`src/rtl/cfu_cmd_bridge_pkg.sv`:
```
// Shared types and widths for the CFU command bridge.
package cfu_bridge_pkg;
  localparam int CFU_ID_W   = 10;
  localparam int CFU_DATA_W = 32;

  typedef struct packed {
    logic [CFU_ID_W-1:0]   function_id;
    logic [CFU_DATA_W-1:0] inputs_0;
    logic [CFU_DATA_W-1:0] inputs_1;
  } cfu_cmd_t;

  localparam int CFU_CMD_W = $bits(cfu_cmd_t);
endpackage

```
`src/rtl/cfu_cmd_bridge_if.sv`:
```
// One CFU cmd/rsp channel; master issues commands and consumes responses.
interface cfu_cmd_bridge_if;
  logic                                   cmd_valid;
  logic                                   cmd_ready;
  logic [cfu_bridge_pkg::CFU_ID_W-1:0]    cmd_function_id;
  logic [cfu_bridge_pkg::CFU_DATA_W-1:0]  cmd_inputs_0;
  logic [cfu_bridge_pkg::CFU_DATA_W-1:0]  cmd_inputs_1;
  logic                                   rsp_valid;
  logic                                   rsp_ready;
  logic [cfu_bridge_pkg::CFU_DATA_W-1:0]  rsp_outputs_0;

  modport master (
    output cmd_valid, cmd_function_id, cmd_inputs_0, cmd_inputs_1, rsp_ready,
    input  cmd_ready, rsp_valid, rsp_outputs_0
  );

  modport slave (
    input  cmd_valid, cmd_function_id, cmd_inputs_0, cmd_inputs_1, rsp_ready,
    output cmd_ready, rsp_valid, rsp_outputs_0
  );
endinterface

```
`src/rtl/cfu_cmd_bridge_fifo.sv`:
```
// Registered synchronous FIFO, no fall-through; full/empty come from the count.
module cfu_sync_fifo #(
  parameter int WIDTH = 32,
  parameter int DEPTH = 2
) (
  input  logic                     clk,
  input  logic                     rst_n,
  input  logic                     i_push,
  input  logic [WIDTH-1:0]         i_data,
  input  logic                     i_pop,
  output logic [WIDTH-1:0]         o_head,
  output logic [$clog2(DEPTH):0]   o_count
);
  localparam int PW = (DEPTH > 1) ? $clog2(DEPTH) : 1;
  localparam int CW = $clog2(DEPTH) + 1;
  localparam logic [PW-1:0] LAST_PTR = PW'(DEPTH - 1);

  logic [WIDTH-1:0] r_mem [DEPTH];
  logic [PW-1:0]    r_wr_ptr;
  logic [PW-1:0]    r_rd_ptr;
  logic [CW-1:0]    r_count;
  logic             w_push;
  logic             w_pop;

  function automatic logic [PW-1:0] ptr_inc(input logic [PW-1:0] ptr);
    ptr_inc = (ptr == LAST_PTR) ? {PW{1'b0}} : ptr + PW'(1'b1);
  endfunction

  assign w_push  = i_push && (r_count != CW'(DEPTH));
  assign w_pop   = i_pop && (r_count != {CW{1'b0}});
  assign o_head  = r_mem[r_rd_ptr];
  assign o_count = r_count;

  // storage is cleared on reset so an empty FIFO presents a zero head
  always_ff @(posedge clk or negedge rst_n) begin
    if (!rst_n) begin
      for (int i = 0; i < DEPTH; i++) r_mem[i] <= {WIDTH{1'b0}};
    end else if (w_push) begin
      r_mem[r_wr_ptr] <= i_data;
    end
  end

  // pointers and occupancy
  always_ff @(posedge clk or negedge rst_n) begin
    if (!rst_n) begin
      r_wr_ptr <= {PW{1'b0}};
      r_rd_ptr <= {PW{1'b0}};
      r_count  <= {CW{1'b0}};
    end else begin
      if (w_push) r_wr_ptr <= ptr_inc(r_wr_ptr);
      if (w_pop)  r_rd_ptr <= ptr_inc(r_rd_ptr);
      case ({w_push, w_pop})
        2'b10:   r_count <= r_count + CW'(1'b1);
        2'b01:   r_count <= r_count - CW'(1'b1);
        default: r_count <= r_count;
      endcase
    end
  end
endmodule

```
`src/rtl/cfu_cmd_bridge.sv`:
```
// CPU-to-CFU bridge: queued commands, buffered responses, credit-limited issue
// so the core's response can always be accepted.
module cfu_cmd_bridge
  import cfu_bridge_pkg::*;
#(
  parameter int CMD_DEPTH = 4,
  parameter int RSP_DEPTH = 2
) (
  input  logic                         clk,
  input  logic                         reset,
  cfu_cmd_bridge_if.slave              cpu,
  cfu_cmd_bridge_if.master             core,
  output logic [$clog2(CMD_DEPTH):0]   cmd_level,
  output logic [$clog2(RSP_DEPTH):0]   credits,
  output logic                         err_unexpected_rsp
);
  localparam int LW = $clog2(CMD_DEPTH) + 1;
  localparam int KW = $clog2(RSP_DEPTH) + 1;

  cfu_cmd_t       w_cmd_in;
  cfu_cmd_t       w_cmd_head;
  logic [KW-1:0]  w_rsp_count;
  logic [KW-1:0]  r_credits;
  logic [KW-1:0]  r_outstanding;
  logic           r_err;
  logic           w_cmd_fire;
  logic           w_issue_fire;
  logic           w_rsp_fire;
  logic           w_rsp_accept;
  logic           w_unexpected;

  assign w_cmd_in = '{function_id: cpu.cmd_function_id,
                      inputs_0:    cpu.cmd_inputs_0,
                      inputs_1:    cpu.cmd_inputs_1};

  assign cpu.cmd_ready  = (cmd_level != LW'(CMD_DEPTH));
  assign core.cmd_valid = (cmd_level != {LW{1'b0}}) && (r_credits != {KW{1'b0}});
  assign cpu.rsp_valid  = (w_rsp_count != {KW{1'b0}});
  assign core.rsp_ready = 1'b1;

  assign core.cmd_function_id = w_cmd_head.function_id;
  assign core.cmd_inputs_0    = w_cmd_head.inputs_0;
  assign core.cmd_inputs_1    = w_cmd_head.inputs_1;

  assign w_cmd_fire   = cpu.cmd_valid && cpu.cmd_ready;
  assign w_issue_fire = core.cmd_valid && core.cmd_ready;
  assign w_rsp_fire   = cpu.rsp_valid && cpu.rsp_ready;
  // a combinational core answers in the same cycle its command fires
  assign w_rsp_accept = core.rsp_valid && ((r_outstanding != {KW{1'b0}}) || w_issue_fire);
  assign w_unexpected = core.rsp_valid && (r_outstanding == {KW{1'b0}}) && !w_issue_fire;

  assign credits            = r_credits;
  assign err_unexpected_rsp = r_err;

  cfu_sync_fifo #(.WIDTH(CFU_CMD_W), .DEPTH(CMD_DEPTH)) u_cmd_fifo (
    .clk     (clk),
    .rst_n   (reset),
    .i_push  (w_cmd_fire),
    .i_data  (w_cmd_in),
    .i_pop   (w_issue_fire),
    .o_head  (w_cmd_head),
    .o_count (cmd_level)
  );

  cfu_sync_fifo #(.WIDTH(CFU_DATA_W), .DEPTH(RSP_DEPTH)) u_rsp_fifo (
    .clk     (clk),
    .rst_n   (reset),
    .i_push  (w_rsp_accept),
    .i_data  (core.rsp_outputs_0),
    .i_pop   (w_rsp_fire),
    .o_head  (cpu.rsp_outputs_0),
    .o_count (w_rsp_count)
  );

  // credits: spent on issue, returned when the CPU takes a response
  always_ff @(posedge clk or negedge reset) begin
    if (!reset) begin
      r_credits <= KW'(RSP_DEPTH);
    end else begin
      case ({w_issue_fire, w_rsp_fire})
        2'b10:   r_credits <= r_credits - KW'(1'b1);
        2'b01:   r_credits <= r_credits + KW'(1'b1);
        default: r_credits <= r_credits;
      endcase
    end
  end

  // commands issued to the core and not yet answered
  always_ff @(posedge clk or negedge reset) begin
    if (!reset) begin
      r_outstanding <= {KW{1'b0}};
    end else begin
      case ({w_issue_fire, w_rsp_accept})
        2'b10:   r_outstanding <= r_outstanding + KW'(1'b1);
        2'b01:   r_outstanding <= r_outstanding - KW'(1'b1);
        default: r_outstanding <= r_outstanding;
      endcase
    end
  end

  // sticky until reset
  always_ff @(posedge clk or negedge reset) begin
    if (!reset) begin
      r_err <= 1'b0;
    end else if (w_unexpected) begin
      r_err <= 1'b1;
    end else begin
      r_err <= r_err;
    end
  end
endmodule

```
`src/flat_wrapper.sv`:
```
// flat-port wrapper written by rule: the top's interface ports become plain ports
module cfu_cmd_bridge_flat import cfu_bridge_pkg::*;
#(
  parameter int CMD_DEPTH = 4,
  parameter int RSP_DEPTH = 2
)
  (clk, reset, cmd_level, credits, err_unexpected_rsp, cpu_cmd_valid, cpu_cmd_function_id, cpu_cmd_inputs_0, cpu_cmd_inputs_1, cpu_rsp_ready, cpu_cmd_ready, cpu_rsp_valid, cpu_rsp_outputs_0, core_cmd_valid, core_cmd_function_id, core_cmd_inputs_0, core_cmd_inputs_1, core_rsp_ready, core_cmd_ready, core_rsp_valid, core_rsp_outputs_0);
  cfu_cmd_bridge_if cpu_i ();
  cfu_cmd_bridge_if core_i ();
  input  logic clk;
  input  logic reset;
  output logic [$clog2(CMD_DEPTH):0] cmd_level;
  output logic [$clog2(RSP_DEPTH):0] credits;
  output logic err_unexpected_rsp;
  input wire logic [$bits(cpu_i.cmd_valid)-1:0] cpu_cmd_valid;
  input wire logic [$bits(cpu_i.cmd_function_id)-1:0] cpu_cmd_function_id;
  input wire logic [$bits(cpu_i.cmd_inputs_0)-1:0] cpu_cmd_inputs_0;
  input wire logic [$bits(cpu_i.cmd_inputs_1)-1:0] cpu_cmd_inputs_1;
  input wire logic [$bits(cpu_i.rsp_ready)-1:0] cpu_rsp_ready;
  output wire logic [$bits(cpu_i.cmd_ready)-1:0] cpu_cmd_ready;
  output wire logic [$bits(cpu_i.rsp_valid)-1:0] cpu_rsp_valid;
  output wire logic [$bits(cpu_i.rsp_outputs_0)-1:0] cpu_rsp_outputs_0;
  output wire logic [$bits(core_i.cmd_valid)-1:0] core_cmd_valid;
  output wire logic [$bits(core_i.cmd_function_id)-1:0] core_cmd_function_id;
  output wire logic [$bits(core_i.cmd_inputs_0)-1:0] core_cmd_inputs_0;
  output wire logic [$bits(core_i.cmd_inputs_1)-1:0] core_cmd_inputs_1;
  output wire logic [$bits(core_i.rsp_ready)-1:0] core_rsp_ready;
  input wire logic [$bits(core_i.cmd_ready)-1:0] core_cmd_ready;
  input wire logic [$bits(core_i.rsp_valid)-1:0] core_rsp_valid;
  input wire logic [$bits(core_i.rsp_outputs_0)-1:0] core_rsp_outputs_0;
  assign cpu_i.cmd_valid = cpu_cmd_valid;
  assign cpu_i.cmd_function_id = cpu_cmd_function_id;
  assign cpu_i.cmd_inputs_0 = cpu_cmd_inputs_0;
  assign cpu_i.cmd_inputs_1 = cpu_cmd_inputs_1;
  assign cpu_i.rsp_ready = cpu_rsp_ready;
  assign cpu_cmd_ready = cpu_i.cmd_ready;
  assign cpu_rsp_valid = cpu_i.rsp_valid;
  assign cpu_rsp_outputs_0 = cpu_i.rsp_outputs_0;
  assign core_cmd_valid = core_i.cmd_valid;
  assign core_cmd_function_id = core_i.cmd_function_id;
  assign core_cmd_inputs_0 = core_i.cmd_inputs_0;
  assign core_cmd_inputs_1 = core_i.cmd_inputs_1;
  assign core_rsp_ready = core_i.rsp_ready;
  assign core_i.cmd_ready = core_cmd_ready;
  assign core_i.rsp_valid = core_rsp_valid;
  assign core_i.rsp_outputs_0 = core_rsp_outputs_0;
  cfu_cmd_bridge #(.CMD_DEPTH(CMD_DEPTH), .RSP_DEPTH(RSP_DEPTH)) u_core (.clk(clk), .reset(reset), .cpu(cpu_i), .core(core_i), .cmd_level(cmd_level), .credits(credits), .err_unexpected_rsp(err_unexpected_rsp));
endmodule
```
`config.mk`:
```
export PLATFORM = sky130hd
export DESIGN_NAME = cfu_cmd_bridge_flat
export DESIGN_NICKNAME = d
export VERILOG_FILES = /design/src/rtl/cfu_cmd_bridge_pkg.sv /design/src/rtl/cfu_cmd_bridge_if.sv /design/src/rtl/cfu_cmd_bridge_fifo.sv /design/src/rtl/cfu_cmd_bridge.sv /design/src/flat_wrapper.sv
export SDC_FILE = /design/constraint.sdc
export NUM_CORES = 1
export LEC_CHECK = 0
export BUFFER_PORTS_ARGS = -buffer_cell sky130_fd_sc_hd__buf_2
export CORE_MARGIN = 1
export CORE_UTILIZATION = 55
export CTS_CLUSTER_SIZE = 25
export DETAILED_ROUTE_END_ITERATION = 6
export PLACE_DENSITY_LB_ADDON = 0.3
export SYNTH_ARGS = -nofsm -noshare
export SYNTH_HDL_FRONTEND = slang
export SYNTH_HIERARCHICAL = 1
export SYNTH_SLANG_ARGS = --single-unit
```
`constraint.sdc`:
```
create_clock -name clk -period 2.6 [get_ports clk]
set_clock_uncertainty 0.05 [all_clocks]
set_input_delay 0.26 -clock clk [delete_from_list [all_inputs] [get_ports clk]]
set_output_delay 0.26 -clock clk [all_outputs]
set_load 0.01 [all_outputs]
```
Yosys cells after proc, flatten, opt, wreduce, memory -nomap -nowiden
Index checks and enable logic that the tools add are counted.

Output and inout bits: 116. Bits in registers: 376. Logic and storage cells: 93.

Multiplexer cells: 20. Reduce and logical (&&, ||, !) cells: 24. Magnitude comparators: 6. Add/sub/neg operators: 12. Bitwise operators: 4. Equal/unequal tests: 12.

Operators by type and width (number): 296-bit bitwise mux (1); 74-bit two-way mux (3); 74-bit binary-select mux with 2-bit select (1); 74-bit demux with 2-bit select (1); 32-bit two-way mux (4); 64-bit bitwise mux (1); 32-bit demux with 1-bit select (1); 2-bit nonzero test (7); 1-bit logical AND (13); 2-bit == test, second input constant (6); 2-bit case mux with 2 select lines (3); 2-bit by 1-bit adder with 2-bit output, second input constant (5); 2-bit by 1-bit == test with 1-bit output, second input constant (4); 3-bit greater-or-equal comparator, second input constant (2); 2-bit NOT with 3-bit output (2); 3-bit case mux with 2 select lines (1); 2-bit by 1-bit subtractor with 2-bit output, second input constant (3); 2-bit greater-or-equal comparator, second input constant (2); 2-bit two-way mux (2); 1-bit NOT with 2-bit output (2); 3-bit by 1-bit adder with 3-bit output, second input constant (1); 3-bit by 1-bit less-than comparator with 1-bit output, second input constant (1); 3-bit != test, second input constant (1); 3-bit nonzero test (1); other kinds (8) (10).

Longest topological paths before layout
Gate-level depths: netlist of run 1.

Depth in word-level cells: 8. Mapped depth: 10.

By module
The synthesis of run 1 kept the hierarchy.

Modules (own cells, without submodules): cfu_sync_fifo at u_core.u_cmd_fifo (cells each 757, times used 1, area each 13275.2 sq um, seq. area each 7582.3 sq um); cfu_sync_fifo at u_core.u_rsp_fifo (cells each 188, times used 1, area each 3274.4 sq um, seq. area each 1701.6 sq um); cfu_cmd_bridge (cells each 30, times used 1, area each 300.3 sq um, seq. area each 126.4 sq um).

Least setup slack after synthesis of run 1
No wires, ideal clock.

Path kind: register -> register. From: reg u_core.u_cmd_fifo.r_count[0], in the netlist u_core/u_cmd_fifo/o_count[0]. To: reg u_core/u_rsp_fifo/r_mem[0] in the netlist's numbering. Clock period less this slack: 2.172 ns. Cell stages (with the launch flop): 9. Path slack: 0.428 ns. Data required time: 2.425 ns. Arrival: 1.996 ns. Library setup time: 0.125 ns. Cells stage by stage: dfrtp_1 nor3_1 nor3b_2 inv_2 a21boi_0 and3_4 buf_6 buf_12 mux2_4.

Cells in the longest elaborated chain, start to end: 6.

Ends and longest elaborated chain: start: declaration (line cfu_cmd_bridge_fifo.sv:21) `logic [CW-1:0] r_count;`; start signal: assignment (line cfu_cmd_bridge_fifo.sv:48) `r_count <= {CW{1'b0}};`; start signal: assignment (line cfu_cmd_bridge_fifo.sv:53) `2'b10: r_count <= r_count + CW'(1'b1);`; start signal: assignment (line cfu_cmd_bridge_fifo.sv:54) `2'b01: r_count <= r_count - CW'(1'b1);`; 3-bit nonzero test (line cfu_cmd_bridge.sv:37) `assign core.cmd_valid = (cmd_level != {LW{1'b0}}) && (r_credits != {KW{1'b0}});`; 1-bit logical AND (line cfu_cmd_bridge.sv:37); 1-bit logical AND (line cfu_cmd_bridge.sv:46) `assign w_issue_fire = core.cmd_valid && core.cmd_ready;`; named net u_core.w_issue_fire (line cfu_cmd_bridge.sv:27) `logic w_issue_fire;`; 1-bit logical OR (line cfu_cmd_bridge.sv:49) `assign w_rsp_accept = core.rsp_valid && ((r_outstanding != {KW{1'b0}}) || w_issue_fire);`; 1-bit logical AND (line cfu_cmd_bridge.sv:49); named net u_core.w_rsp_accept (line cfu_cmd_bridge.sv:29) `logic w_rsp_accept;`; 1-bit logical AND (line cfu_cmd_bridge_fifo.sv:29) `assign w_push = i_push && (r_count != CW'(DEPTH));`; end signal: indexed assignment (line cfu_cmd_bridge_fifo.sv:39) `r_mem[r_wr_ptr] <= i_data;`; end: declaration (line cfu_cmd_bridge_fifo.sv:18) `logic [WIDTH-1:0] r_mem [DEPTH];`.

The timed path passes the listed nets, and every way through them passes these cells. A chain may end at the register's enable or synchronous reset.

Worst setup path in the final report of run 1
From: reg u_core.u_cmd_fifo.r_rd_ptr[1]. To: out core_cmd_inputs_0[6].

Cells in the longest elaborated chain, start to end: 4.

Ends and longest elaborated chain: start: declaration (line cfu_cmd_bridge_fifo.sv:20) `logic [PW-1:0] r_rd_ptr;`; start signal: assignment (line cfu_cmd_bridge_fifo.sv:47) `r_rd_ptr <= {PW{1'b0}};`; start signal: assignment (line cfu_cmd_bridge_fifo.sv:51) `if (w_pop) r_rd_ptr <= ptr_inc(r_rd_ptr);`; 2-bit NOT with 3-bit output (not written as such) (line cfu_cmd_bridge_fifo.sv:31) `assign o_head = r_mem[r_rd_ptr];`; 74-bit binary-select mux with 2-bit select (line cfu_cmd_bridge_fifo.sv:31); 74-bit two-way mux (not written as such) (2 in a row) (line cfu_cmd_bridge_fifo.sv:31); end: declaration (line flat_wrapper.sv:25) `output wire logic [$bits(core_i.cmd_inputs_0)-1:0] core_cmd_inputs_0;`.

No other way between the ends. The select of a mux whose other input is x is not followed.

==> results_tabular.tex, run 1 <==
\begin{tabular}{lr}
\hline
Metric & Value \\
\hline
\multicolumn{2}{l}{\textbf{Status}} \\
\quad Run status & complete, no violations \\
\multicolumn{2}{l}{\textbf{Hold path}} \\
\quad HP Class & input port to flop \\
\quad Worst hold start & cpu\_rsp\_ready \\
\quad Min-Delay Endpoint & u\_core/u\_rsp\_fifo/r\_rd\_ptr\$\_DFFE\_PN0P\_ \\
\quad Worst hold stages & 4 \\
\multicolumn{2}{l}{\textbf{Clocking}} \\
\quad TritonCTS clock tree & yes \\
\quad CTS sink count & 376 \\
\quad Number of buffers between clock root and the deepest sink & 3 \\
\quad Post-cts resize count & 0 \\
\quad Skew-Pair Late Insertion Delay & 0.51 ns \\
\quad CTS root buf & sky130\_fd\_sc\_hd\_\_clkbuf\_16 \\
\quad Clock-pin slew reported for the worst setup and hold paths after clock tree synthesis & 0.07 ns \\
\quad CTS Buf Count & 39 \\
\quad Level count of the clock H-tree & 2 \\
\multicolumn{2}{l}{\textbf{Global route}} \\
\quad Antenna violations before repair & 1 \\
\quad Gr ovfl total & 0 \\
\quad Global-route total usage across every layer & 0.235 \\
\quad Via count of the first global-routing pass & 10.8k \\
\quad Global-route wire length before repair & 57800 um \\
\quad Largest net degree at the start of global routing & 76 \\
\multicolumn{2}{l}{\textbf{Synthesis}} \\
\quad Register area share after synthesis & 0.558 \\
\quad Syn Inst Count & 975 \\
\quad Async SR Flop Fraction & 1.00 \\
\quad Synth cell types & 37 \\
\quad Number of warning messages in the yosys log & 6 \\
\quad Net count after synthesis & 1097 \\
\quad Mapped Area & 16800 um2 \\
\quad Most used flip-flop cell after synthesis & sky130\_fd\_sc\_hd\_\_dfrtp\_1 \\
\quad Number of flops mapped to enable cells by yosys & 0 \\
\quad Total of flip-flops plus latches after synthesis & 376 \\
\quad Syn avg cell area & 17.3 um2 \\
\multicolumn{2}{l}{\textbf{Worst setup path}} \\
\quad Startpoint Class & flop \\
\quad Slowest cell delay on critical path & 0.74 ns \\
\quad Data required time at the worst endpoint & 2.29 ns \\
\quad R2R depth & 10 \\
\quad Capturing element type of the critical path & output pin \\
\quad R2R setup slack & 0.27 ns \\
\quad Slowest stage cell, crit path & sky130\_fd\_sc\_hd\_\_dfrtp\_4 \\
\quad Beginning of the worst register-to-register path & u\_core/u\_cmd\_fifo/o\_count[0]\$\_DFFE\_PN0P\_ \\
\quad Crit-path cells & buf\_12 -> mux4\_2 -> buf\_2 \\
\quad Largest fanout on the critical path & 37 \\
\quad Worst setup path category & flop to output pin \\
\quad Capturing point of the worst reg2reg path & u\_core/u\_cmd\_fifo/o\_count[2]\$\_DFFE\_PN0P\_ \\
\quad Data arrival time of the critical path & 2.12 ns \\
\multicolumn{2}{l}{\textbf{Cells and area}} \\
\quad Area growth syn-to-layout & 22.9\% \\
\quad Multi-input gate area in the final layout & 6850 um2 \\
\quad Layout cell share with drive strength beyond 1 & 0.589 \\
\quad Net count reported at finish & 1446 \\
\quad Most common library cell in the layout ignoring fill and taps & sky130\_fd\_sc\_hd\_\_dfrtp\_1 \\
\quad Filler instances & 2037 \\
\quad Area taken by flip-flops and latches & 9420 um2 \\
\quad Most used cells in the layout excluding fill and tap cells & sky130\_fd\_sc\_hd\_\_dfrtp\_1 (373), sky130\_fd\_sc\_hd\_\_mux2\_2 (331), sky130\_fd\_sc\_hd\_\_buf\_2 (225) \\
\multicolumn{2}{l}{\textbf{Power}} \\
\quad Internal power & 19.4 mW \\
\quad Clk network pwr share & 0.192 \\
\quad Areal power density over the cells & 1370 nW/um2 \\
\quad Total Power Consumption & 28.3 mW \\
\quad Logic gate share of total power & 0.432 \\
\quad Leakage power total & 9.08 nW \\
\quad Net switching share of the total power & 0.314 \\
\quad Sw power & 8.89 mW \\
\quad Fraction of power consumed by sequential logic & 0.376 \\
\quad Max IR drop VDD & 0.000801 V \\
\multicolumn{2}{l}{\textbf{Route}} \\
\quad Count of antenna-violating nets left after detailed routing & 0 \\
\quad Routed length per instance & 20.1 um \\
\quad Via density per instance & 5.48 \\
\quad DRC violation total after the first TritonRoute iteration & 411 \\
\quad \# DRC & 0 \\
\quad Pre-antenna DRT Iters & 4 \\
\quad DR vias & 9528 \\
\quad Post-Route WL & 35000 um \\
\multicolumn{2}{l}{\textbf{Floorplan}} \\
\quad Initial cell density of the core & 0.564 \\
\quad Horizontal die dimension & 177 um \\
\quad Die height & 177 um \\
\quad CORE AREA & 29900 um2 \\
\quad Full die area & 31300 um2 \\
\quad Site row count & 63 \\
\quad Ports & 228 \\
\multicolumn{2}{l}{\textbf{Placement}} \\
\quad Last weighted congestion value of the routability-driven placer & 0.763 \\
\quad Detailed placer's ending HPWL & 21700 um \\
\quad Worst setup slack after placement & 0.336 ns \\
\quad PortBufs & 226 \\
\multicolumn{2}{l}{\textbf{Timing}} \\
\quad Transition time of the tightest slew-check pin & 0.642 ns \\
\quad Final count of negative-setup-slack endpoints & 0 \\
\quad Shortest clock period the worst path allows after layout & 2.43 ns \\
\quad Worst Slack Setup Final & 0.166 ns \\
\quad Endpoints failing hold & 0 \\
\quad Relative slew margins & 0.572 \\
\quad Highest Clock Rate & 0.411 GHz \\
\quad Unrepaired setup endpoints after global routing & false \\
\quad Final count of pins violating max slew & 0 \\
\quad Share of the cycle needed by the critical path after routing & 0.936 \\
\quad TNS Setup & 0 ns \\
\multicolumn{2}{l}{\textbf{Run}} \\
\quad Count of max-cap constraint violations & 0 \\
\hline
\end{tabular}
-- power by group through the flow --
| stage | sequential [mW] | clock [mW] | combinational [mW] |
|---|---|---|---|
| final | 10.6 | 5.44 | 12.2 |
| after global routing | 11.0 | 5.83 | 13.1 |
| after CTS | 10.6 | 5.59 | 12.4 |
| after detailed placement | 10.7 | 0 | 12.1 |
| after global placement | 10.6 | 0 | 11.8 |
| after floorplan | 10.0 | 0 | 9.23 |
-- logic make-up after synthesis --
logic type	Yosys count	synth area share
multiplexers	470	0.377
XOR/XNOR	14	0.00728
AO/OA/AOI/OAI	5	0.00230
buffers and inverters	69	0.0367
other	1	0.000223
adder cells (fa/ha/maj)	10	0.00787
AND/OR/NAND/NOR	30	0.0103
flip-flops	376	0.558
-- what timing repair did --
| action | CTS | global route |
|---|---|---|
| hold buffers | 108 | 0 |
| setup buffers | 2 | 0 |
| setup endpoints to repair | 2 | 0 |
| endpoints found under the hold margin | 425 | 0 |
-- final cells by class --
type | instances | share of cell area
diodes | 1 | 0.000121
clock inverters | 11 | 0.00780
clock buffers | 54 | 0.0519
multi-input cells | 530 | 0.331
inverters | 7 | 0.00127
repair buffers | 370 | 0.129
well taps | 390 | 0.0236
flip-flops and latches | 376 | 0.455
-- flip-flops by register name, indices dropped and copies added (netlist names) --
register                    flops
u_core/credits                  2
u_core/err_unexpected_rsp       1
u_core/r_outstanding            2
u_core/u_cmd_fifo/o_count       3
u_core/u_cmd_fifo/r_mem       296
u_core/u_cmd_fifo/r_rd_ptr      2
u_core/u_cmd_fifo/r_wr_ptr      2
u_core/u_rsp_fifo/o_count       2
u_core/u_rsp_fifo/r_mem        64
u_core/u_rsp_fifo/r_rd_ptr      1
u_core/u_rsp_fifo/r_wr_ptr      1
-- synth_stat cells (7+ instances only) --
cell / n / share of area
sky130_fd_sc_hd__mux2_4: 60 / 0.053
sky130_fd_sc_hd__nor2_1: 12 / 0.0027
sky130_fd_sc_hd__xor2_1: 7 / 0.0036
sky130_fd_sc_hd__ha_1: 9 / 0.0067
sky130_fd_sc_hd__mux4_2: 74 / 0.099
sky130_fd_sc_hd__dfrtp_1: 375 / 0.56
sky130_fd_sc_hd__xnor2_1: 7 / 0.0036
sky130_fd_sc_hd__buf_2: 11 / 0.0033
sky130_fd_sc_hd__buf_6: 30 / 0.020
sky130_fd_sc_hd__mux2_2: 331 / 0.22
-- stage by stage --
step	util	cells	area, um2	hold WS [ns]
after global routing	0.693	1739	20700	0.226
final	0.693	1739	20700	0.189
after detailed placement	0.615	1563	18400	0.238
after CTS	0.693	1738	20700	0.179
after floorplan	-	975	16800	-0.0856
after global placement	0.615	1563	18400	0.232
-- worst max-delay path by stage --
stage	startpoint	to	slack, ns	cells after the start
floorplan	u_core/u_cmd_fifo/o_count[0]$_DFFE_PN0P_	u_core/u_rsp_fifo/r_mem[0]$_DFFE_PN0P_	0.43	8
global placement	u_core/u_cmd_fifo/o_count[0]$_DFFE_PN0P_	u_core/u_cmd_fifo/o_count[2]$_DFFE_PN0P_	0.41	10
detailed placement	u_core/u_cmd_fifo/o_count[0]$_DFFE_PN0P_	u_core/u_cmd_fifo/o_count[2]$_DFFE_PN0P_	0.34	10
CTS	u_core/u_cmd_fifo/r_rd_ptr[1]$_DFFE_PN0P_	core_cmd_inputs_0[6]	0.14	3
global route	u_core/u_cmd_fifo/r_rd_ptr[1]$_DFFE_PN0P_	core_cmd_inputs_1[30]	0.09	3
finish	u_core/u_cmd_fifo/r_rd_ptr[1]$_DFFE_PN0P_	core_cmd_inputs_0[6]	0.17	3
-- layer usage --
layer	wire length [um]	global-route usage	vias up
met5	0	0	-
li1	-	-	4276
met4	755	0.0621	0
met2	17300	0.396	233
met1	14900	0.308	4960
met3	2000	0.0515	59
-- critical path, delay by kind of cell, from the launching register on --
family	cells	cell delay, ns
buffers and inverters	2	0.46
flip-flops	1	0.74
multiplexers	1	0.37
No activity file was read; power rests on OpenSTA's default activity.
==> run 2: changes to the inputs <==
- PLACE_DENSITY: default -> 0.77
- PLACE_DENSITY_LB_ADDON: 0.3 -> default
==> run 2 against run 1 <==
Against the previous run: utilization grew 0.063 points; register-to-register slack worse by 0.11 ns; combinational power barely moved; worst hold slack better by 0.027 ns; worst setup slack got worse by 0.0030 ns; critical path depth increased by 4; non-clock buffer count increased by 2; count of clock-buffer cells in the layout is 4 higher; clock power down 2%.
==> results_tabular.tex, run 2 (same netlist as run 1, synthesis figures left out) <==
\begin{tabular}{lr}
\hline
Metric & Value \\
\hline
\multicolumn{2}{l}{\textbf{Worst setup path}} \\
\quad Capturing point of the worst reg2reg path & u\_core/u\_rsp\_fifo/r\_mem[50]\$\_DFFE\_PN0P\_ \\
\quad Capturing element type of the critical path & flop \\
\quad Startpoint Class & flop \\
\quad Crit path launch & u\_core/credits[1]\$\_DFFE\_PN1P\_ \\
\quad Beginning of the worst register-to-register path & u\_core/credits[1]\$\_DFFE\_PN1P\_ \\
\quad Largest fanout on the critical path & 18 \\
\quad Slowest cell delay on critical path & 0.56 ns \\
\quad R2R setup slack & 0.16 ns \\
\quad Worst setup path category & flop to flop \\
\quad Slowest stage cell, crit path & sky130\_fd\_sc\_hd\_\_dfstp\_2 \\
\quad R2R depth & 7 \\
\quad Data required time at the worst endpoint & 2.94 ns \\
\quad Crit-path cells & nor2\_2 -> nor3b\_2 -> inv\_2 -> a21boi\_0 -> and3b\_2 -> buf\_12 -> mux2\_4 \\
\quad Data arrival time of the critical path & 2.78 ns \\
\multicolumn{2}{l}{\textbf{Route}} \\
\quad DR vias & 9534 \\
\quad DRC violation total after the first TritonRoute iteration & 364 \\
\quad Post-Route WL & 34900 um \\
\quad Routed length per instance & 20.1 um \\
\quad Count of antenna-violating nets left after detailed routing & 0 \\
\quad \# DRC & 0 \\
\quad Pre-antenna DRT Iters & 4 \\
\quad Via density per instance & 5.48 \\
\multicolumn{2}{l}{\textbf{Hold path}} \\
\quad Worst hold start & core\_cmd\_ready \\
\quad Worst hold stages & 4 \\
\quad HP Class & input port to flop \\
\quad Min-Delay Endpoint & u\_core/err\_unexpected\_rsp\$\_DFFE\_PN0P\_ \\
\multicolumn{2}{l}{\textbf{Placement}} \\
\quad PortBufs & 226 \\
\quad Worst setup slack after placement & 0.188 ns \\
\quad Post-placement cell area & 18400 um2 \\
\quad Last weighted congestion value of the routability-driven placer & 0.799 \\
\quad Detailed placer's ending HPWL & 21600 um \\
\multicolumn{2}{l}{\textbf{Cells and area}} \\
\quad Post-route cell area & 20700 um2 \\
\quad Number of flip-flops in the largest register & 296 \\
\quad Area growth syn-to-layout & 23.0\% \\
\quad Layout cell share with drive strength beyond 1 & 0.592 \\
\quad Most common library cell in the layout ignoring fill and taps & sky130\_fd\_sc\_hd\_\_dfrtp\_1 \\
\quad Filler instances & 1959 \\
\quad Net count reported at finish & 1449 \\
\quad Most used cells in the layout excluding fill and tap cells & sky130\_fd\_sc\_hd\_\_dfrtp\_1 (373), sky130\_fd\_sc\_hd\_\_mux2\_2 (331), sky130\_fd\_sc\_hd\_\_buf\_2 (225) \\
\quad Register with the most flip-flops & u\_core/u\_cmd\_fifo/r\_mem \\
\multicolumn{2}{l}{\textbf{Global route}} \\
\quad Antenna violations before repair & 1 \\
\quad Largest net degree at the start of global routing & 75 \\
\quad Gr ovfl total & 0 \\
\quad Via count of the first global-routing pass & 10.7k \\
\quad Global-route wire length before repair & 57300 um \\
\quad Global-route total usage across every layer & 0.233 \\
\multicolumn{2}{l}{\textbf{Power}} \\
\quad Max IR drop VDD & 0.000937 V \\
\quad Leakage power total & 9.10 nW \\
\quad Areal power density over the cells & 1360 nW/um2 \\
\multicolumn{2}{l}{\textbf{Timing}} \\
\quad Unrepaired setup endpoints after global routing & false \\
\quad Transition time of the tightest slew-check pin & 0.635 ns \\
\quad Highest Clock Rate & 0.410 GHz \\
\quad Final count of pins violating max slew & 0 \\
\quad Endpoints failing hold & 0 \\
\quad Share of the cycle needed by the critical path after routing & 0.937 \\
\quad Relative slew margins & 0.576 \\
\quad Shortest clock period the worst path allows after layout & 2.44 ns \\
\quad Final count of negative-setup-slack endpoints & 0 \\
\quad Final hold slack & 0.217 ns \\
\quad Worst Slack Setup Final & 0.163 ns \\
\quad TNS Setup & 0 ns \\
\multicolumn{2}{l}{\textbf{Clocking}} \\
\quad Skew-Pair Late Insertion Delay & 0.51 ns \\
\quad Number of buffers between clock root and the deepest sink & 3 \\
\quad CTS root buf & sky130\_fd\_sc\_hd\_\_clkbuf\_16 \\
\quad CTS sink count & 376 \\
\quad TritonCTS clock tree & yes \\
\quad Clock-pin slew reported for the worst setup and hold paths after clock tree synthesis & 0.06 ns \\
\quad Level count of the clock H-tree & 2 \\
\quad CTS Buf Count & 40 \\
\quad Post-cts resize count & 0 \\
\multicolumn{2}{l}{\textbf{Floorplan}} \\
\quad Full die area & 31300 um2 \\
\quad Horizontal die dimension & 177 um \\
\quad Initial cell density of the core & 0.564 \\
\quad CORE AREA & 29900 um2 \\
\quad Site row count & 63 \\
\quad Die height & 177 um \\
\quad Ports & 228 \\
\multicolumn{2}{l}{\textbf{Status}} \\
\quad Run status & complete, no violations \\
\multicolumn{2}{l}{\textbf{Run}} \\
\quad Count of max-cap constraint violations & 0 \\
\hline
\end{tabular}
-- run 2: worst max-delay path, delay by kind of cell (launching register included) --
kind	cells	cell delay, ns
multiplexers	1	0.32
AO/OA/AOI/OAI	1	0.36
flip-flops	1	0.56
AND/OR/NAND/NOR	3	0.71
buffers and inverters	2	0.32
-- run 2: power breakdown --
group	internal, mW	total (mW)	switching [mW]	leakage [nW]
clock	3.16	5.31	2.14	0.601
sequential	8.92	10.6	1.69	4.45
combinational	7.28	12.3	5.02	4.04
-- run 2: what timing repair did --
item                                    4_1_cts  5_1_grt
buffers inserted                              2        0
hold endpoints to repair                    422        0
endpoints found under the setup margin        1        0
hold buffers                                108        0
-- run 2: metal layers --
| metal | routed length [um] | vias to the layer above | global-route usage |
|---|---|---|---|
| met5 | 0 | - | 0 |
| met4 | 626 | 0 | 0.0600 |
| met3 | 1900 | 53 | 0.0485 |
| met2 | 17500 | 223 | 0.388 |
| met1 | 14900 | 4984 | 0.313 |
| li1 | - | 4274 | - |
-- run 2: cell type report --
cell class	instances	area, um2	share of cell area
multi-input cells	530	6850	0.331
flip-flops and latches	376	9420	0.454
clock inverters	6	55.1	0.00266
inverters	7	26.3	0.00127
well taps	390	488	0.0235
clock buffers	58	1160	0.0560
repair buffers	372	2720	0.131
diodes	1	2.50	0.000121
-- run 2: metrics by stage --
stage | power (mW) | util | instances
2_1_floorplan | 19.2 | - | 975
3_3_place_gp | 22.4 | 0.616 | 1565
3_5_place_dp | 22.9 | 0.616 | 1565
4_1_cts | 28.5 | 0.694 | 1739
5_1_grt | 29.9 | 0.694 | 1740
6_report | 28.2 | 0.694 | 1740
-- run 2: worst max path at each step --
stage / to / slack [ns] / cells past startpoint
6_report: u_core/u_rsp_fifo/r_mem[50]$_DFFE_PN0P_ / 0.16 / 7
5_1_grt: u_core/u_rsp_fifo/r_mem[50]$_DFFE_PN0P_ / 0.03 / 7
4_1_cts: u_core/u_rsp_fifo/r_mem[51]$_DFFE_PN0P_ / 0.17 / 7
3_5_place_dp: u_core/u_rsp_fifo/r_mem[56]$_DFFE_PN0P_ / 0.19 / 7
3_3_place_gp: u_core/u_rsp_fifo/r_mem[58]$_DFFE_PN0P_ / 0.27 / 7
2_1_floorplan: u_core/u_rsp_fifo/r_mem[0]$_DFFE_PN0P_ / 0.43 / 8
==> run 3: changes to the inputs <==
- clock period: 2.6 -> 2.5 ns (I/O delays scaled with it)
==> run 3 against run 2 <==
Against the previous run: worst setup slack got worse by 0.029 ns; wire length decreased by 1.2%; sequential power increased by 4%; sequential share of layout area is 0.16 points higher; cell count is the same; via count increased by 0.84%; non-clock buffer count fell by 4; flip-flop and latch count did not move; clock power fell by 0.8%; combinational power up 4%; largest power group unchanged; highest routed layer unchanged.
==> results_tabular.tex, run 3 (same netlist as run 1, synthesis figures left out) <==
\begin{tabular}{lr}
\hline
Metric & Value \\
\hline
\multicolumn{2}{l}{\textbf{Cells and area}} \\
\quad Number of flip-flops in the largest register & 296 \\
\quad Register with the most flip-flops & u\_core/u\_cmd\_fifo/r\_mem \\
\quad Multi-input gate area in the final layout & 6860 um2 \\
\quad Filler instances & 1957 \\
\quad Area taken by flip-flops and latches & 9420 um2 \\
\quad Post-Layout Cell Count & 1740 \\
\quad Final core area utilization & 0.692 \\
\quad Net count reported at finish & 1444 \\
\quad Most used cells in the layout excluding fill and tap cells & sky130\_fd\_sc\_hd\_\_dfrtp\_1 (370), sky130\_fd\_sc\_hd\_\_mux2\_2 (331), sky130\_fd\_sc\_hd\_\_buf\_2 (225) \\
\quad Most common library cell in the layout ignoring fill and taps & sky130\_fd\_sc\_hd\_\_dfrtp\_1 \\
\quad Layout cell share with drive strength beyond 1 & 0.592 \\
\quad Area growth syn-to-layout & 22.6\% \\
\multicolumn{2}{l}{\textbf{Worst setup path}} \\
\quad R2R depth & 10 \\
\quad Data required time at the worst endpoint & 2.20 ns \\
\quad Worst setup path category & flop to output pin \\
\quad Startpoint Class & flop \\
\quad Largest fanout on the critical path & 25 \\
\quad Capturing element type of the critical path & output pin \\
\quad Data arrival time of the critical path & 2.07 ns \\
\multicolumn{2}{l}{\textbf{Timing}} \\
\quad Transition time of the tightest slew-check pin & 0.578 ns \\
\quad Share of the cycle needed by the critical path after routing & 0.946 \\
\quad Relative slew margins & 0.614 \\
\quad Highest Clock Rate & 0.423 GHz \\
\quad Final count of negative-setup-slack endpoints & 0 \\
\quad Shortest clock period the worst path allows after layout & 2.37 ns \\
\quad Endpoints failing hold & 0 \\
\quad Final count of pins violating max slew & 0 \\
\quad Worst Slack Setup Final & 0.134 ns \\
\multicolumn{2}{l}{\textbf{Power}} \\
\quad Leakage power total & 9.05 nW \\
\quad Internal power & 19.9 mW \\
\quad Areal power density over the cells & 1410 nW/um2 \\
\quad Sw power & 9.21 mW \\
\quad Logic gate share of total power & 0.439 \\
\quad Clk network pwr share & 0.181 \\
\quad Net switching share of the total power & 0.317 \\
\quad Fraction of power consumed by sequential logic & 0.379 \\
\quad Max IR drop VDD & 0.00108 V \\
\multicolumn{2}{l}{\textbf{Clocking}} \\
\quad Level count of the clock H-tree & 2 \\
\quad TritonCTS clock tree & yes \\
\quad CTS sink count & 376 \\
\quad Number of buffers between clock root and the deepest sink & 3 \\
\quad CTS root buf & sky130\_fd\_sc\_hd\_\_clkbuf\_16 \\
\quad Clock-pin slew reported for the worst setup and hold paths after clock tree synthesis & 0.06 ns \\
\quad CTS Buf Count & 39 \\
\quad Skew-Pair Late Insertion Delay & 0.51 ns \\
\multicolumn{2}{l}{\textbf{Hold path}} \\
\quad HP Class & input port to flop \\
\quad Worst hold stages & 4 \\
\multicolumn{2}{l}{\textbf{Floorplan}} \\
\quad Site row count & 63 \\
\quad Ports & 228 \\
\quad Die height & 177 um \\
\quad Horizontal die dimension & 177 um \\
\quad Full die area & 31300 um2 \\
\quad Initial cell density of the core & 0.564 \\
\quad CORE AREA & 29900 um2 \\
\multicolumn{2}{l}{\textbf{Global route}} \\
\quad Gr ovfl total & 0 \\
\quad Antenna violations before repair & 1 \\
\quad Largest net degree at the start of global routing & 65 \\
\quad Via count of the first global-routing pass & 10.7k \\
\quad Global-route wire length before repair & 56600 um \\
\quad Global-route total usage across every layer & 0.230 \\
\multicolumn{2}{l}{\textbf{Placement}} \\
\quad Worst setup slack after placement & 0.109 ns \\
\quad Last weighted congestion value of the routability-driven placer & 0.751 \\
\quad Detailed placer's ending HPWL & 21200 um \\
\quad Number of instances in the placed design & 1561 \\
\quad PortBufs & 226 \\
\multicolumn{2}{l}{\textbf{Route}} \\
\quad Pre-antenna DRT Iters & 4 \\
\quad Post-Route WL & 34500 um \\
\quad DR vias & 9614 \\
\quad Routed length per instance & 19.8 um \\
\quad \# DRC & 0 \\
\quad Count of antenna-violating nets left after detailed routing & 0 \\
\quad Via density per instance & 5.53 \\
\quad DRC violation total after the first TritonRoute iteration & 465 \\
\multicolumn{2}{l}{\textbf{Run}} \\
\quad Count of max-cap constraint violations & 0 \\
\multicolumn{2}{l}{\textbf{Status}} \\
\quad Run status & complete, no violations \\
\hline
\end{tabular}
run 3: cell count changes in the layout (fill, tap and decap cells not counted), moves of 2 or more:
cell	previous run	this run
sky130_fd_sc_hd__clkbuf_1	10	14
sky130_fd_sc_hd__buf_4	21	15
sky130_fd_sc_hd__dfrtp_1	373	370
sky130_fd_sc_hd__clkbuf_8	7	4
sky130_fd_sc_hd__clkbuf_16	41	39
sky130_fd_sc_hd__dfrtp_2	0	3
sky130_fd_sc_hd__clkinv_2	5	8
sky130_fd_sc_hd__buf_12	17	19
run 3: final cells by class:
cell class                 instances  area share
multi-input combinational        530       0.332
clock inverter                    11     0.00315
antenna                            1    0.000121
inverter                           7     0.00127
clock buffer                      57      0.0524
tap                              390      0.0236
timing repair buffer             368       0.131
sequential                       376       0.456
run 3: per-stage QoR:
step | instance area, um2 | power (mW) | setup TNS [ns] | hold WS (ns)
floorplan | 16800 | 20.0 | 0 | -0.0956
global placement | 18400 | 23.3 | 0 | 0.219
detailed placement | 18400 | 23.8 | 0 | 0.219
CTS | 20600 | 29.3 | 0 | 0.168
global route | 20700 | 30.8 | -0.0200 | 0.190
finish | 20700 | 29.1 | 0 | 0.199
run 3: final timing paths:
kind	from	end	slack [ns]
setup / recovery	u_core/u_cmd_fifo/r_rd_ptr[1]$_DFFE_PN0P_	core_cmd_inputs_1[0]	0.13
hold / removal	core_cmd_ready	u_core/err_unexpected_rsp$_DFFE_PN0P_	0.20
setup reg to reg	u_core/u_cmd_fifo/o_count[1]$_DFFE_PN0P_	u_core/u_cmd_fifo/o_count[2]$_DFFE_PN0P_	0.15
hold reg to reg	u_core/u_rsp_fifo/r_mem[28]$_DFFE_PN0P_	u_core/u_rsp_fifo/r_mem[28]$_DFFE_PN0P_	0.43
max in group asynchronous	reset	u_core/u_rsp_fifo/r_mem[30]$_DFFE_PN0P_	1.24
min in group asynchronous	reset	u_core/u_cmd_fifo/r_mem[0]$_DFFE_PN0P_	0.26
run 3: repair_timing:
action | CTS | global route
endpoints found under the hold margin | 415 | 0
setup buffers | 0 | 2
endpoints found under the setup margin | 0 | 65
gates resized for setup | 0 | 6
hold buffers | 108 | 0
run 3: power groups by stage:
stage	clock network (mW)	registers [mW]	logic, mW
3_3_place_gp	0	10.9	12.4
2_1_floorplan	0	10.4	9.60
6_report	5.27	11.0	12.8
5_1_grt	5.67	11.4	13.7
3_5_place_dp	0	11.0	12.7
4_1_cts	5.43	11.0	12.9
run 3: critical path, cell delays in order, from the launching register on:
cell	delay [ns]
sky130_fd_sc_hd__dfrtp_4	0.71
sky130_fd_sc_hd__buf_4	0.33
sky130_fd_sc_hd__mux4_2	0.34
sky130_fd_sc_hd__buf_2	0.16
run 3: routing by layer:
metal  wire, um  track usage  vias to the layer above
met2      17400        0.386                      235
met5          0            0                        -
met1      14500        0.302                     5054
met3       1880       0.0503                       61
li1           -            -                     4264
met4        758       0.0643                        0
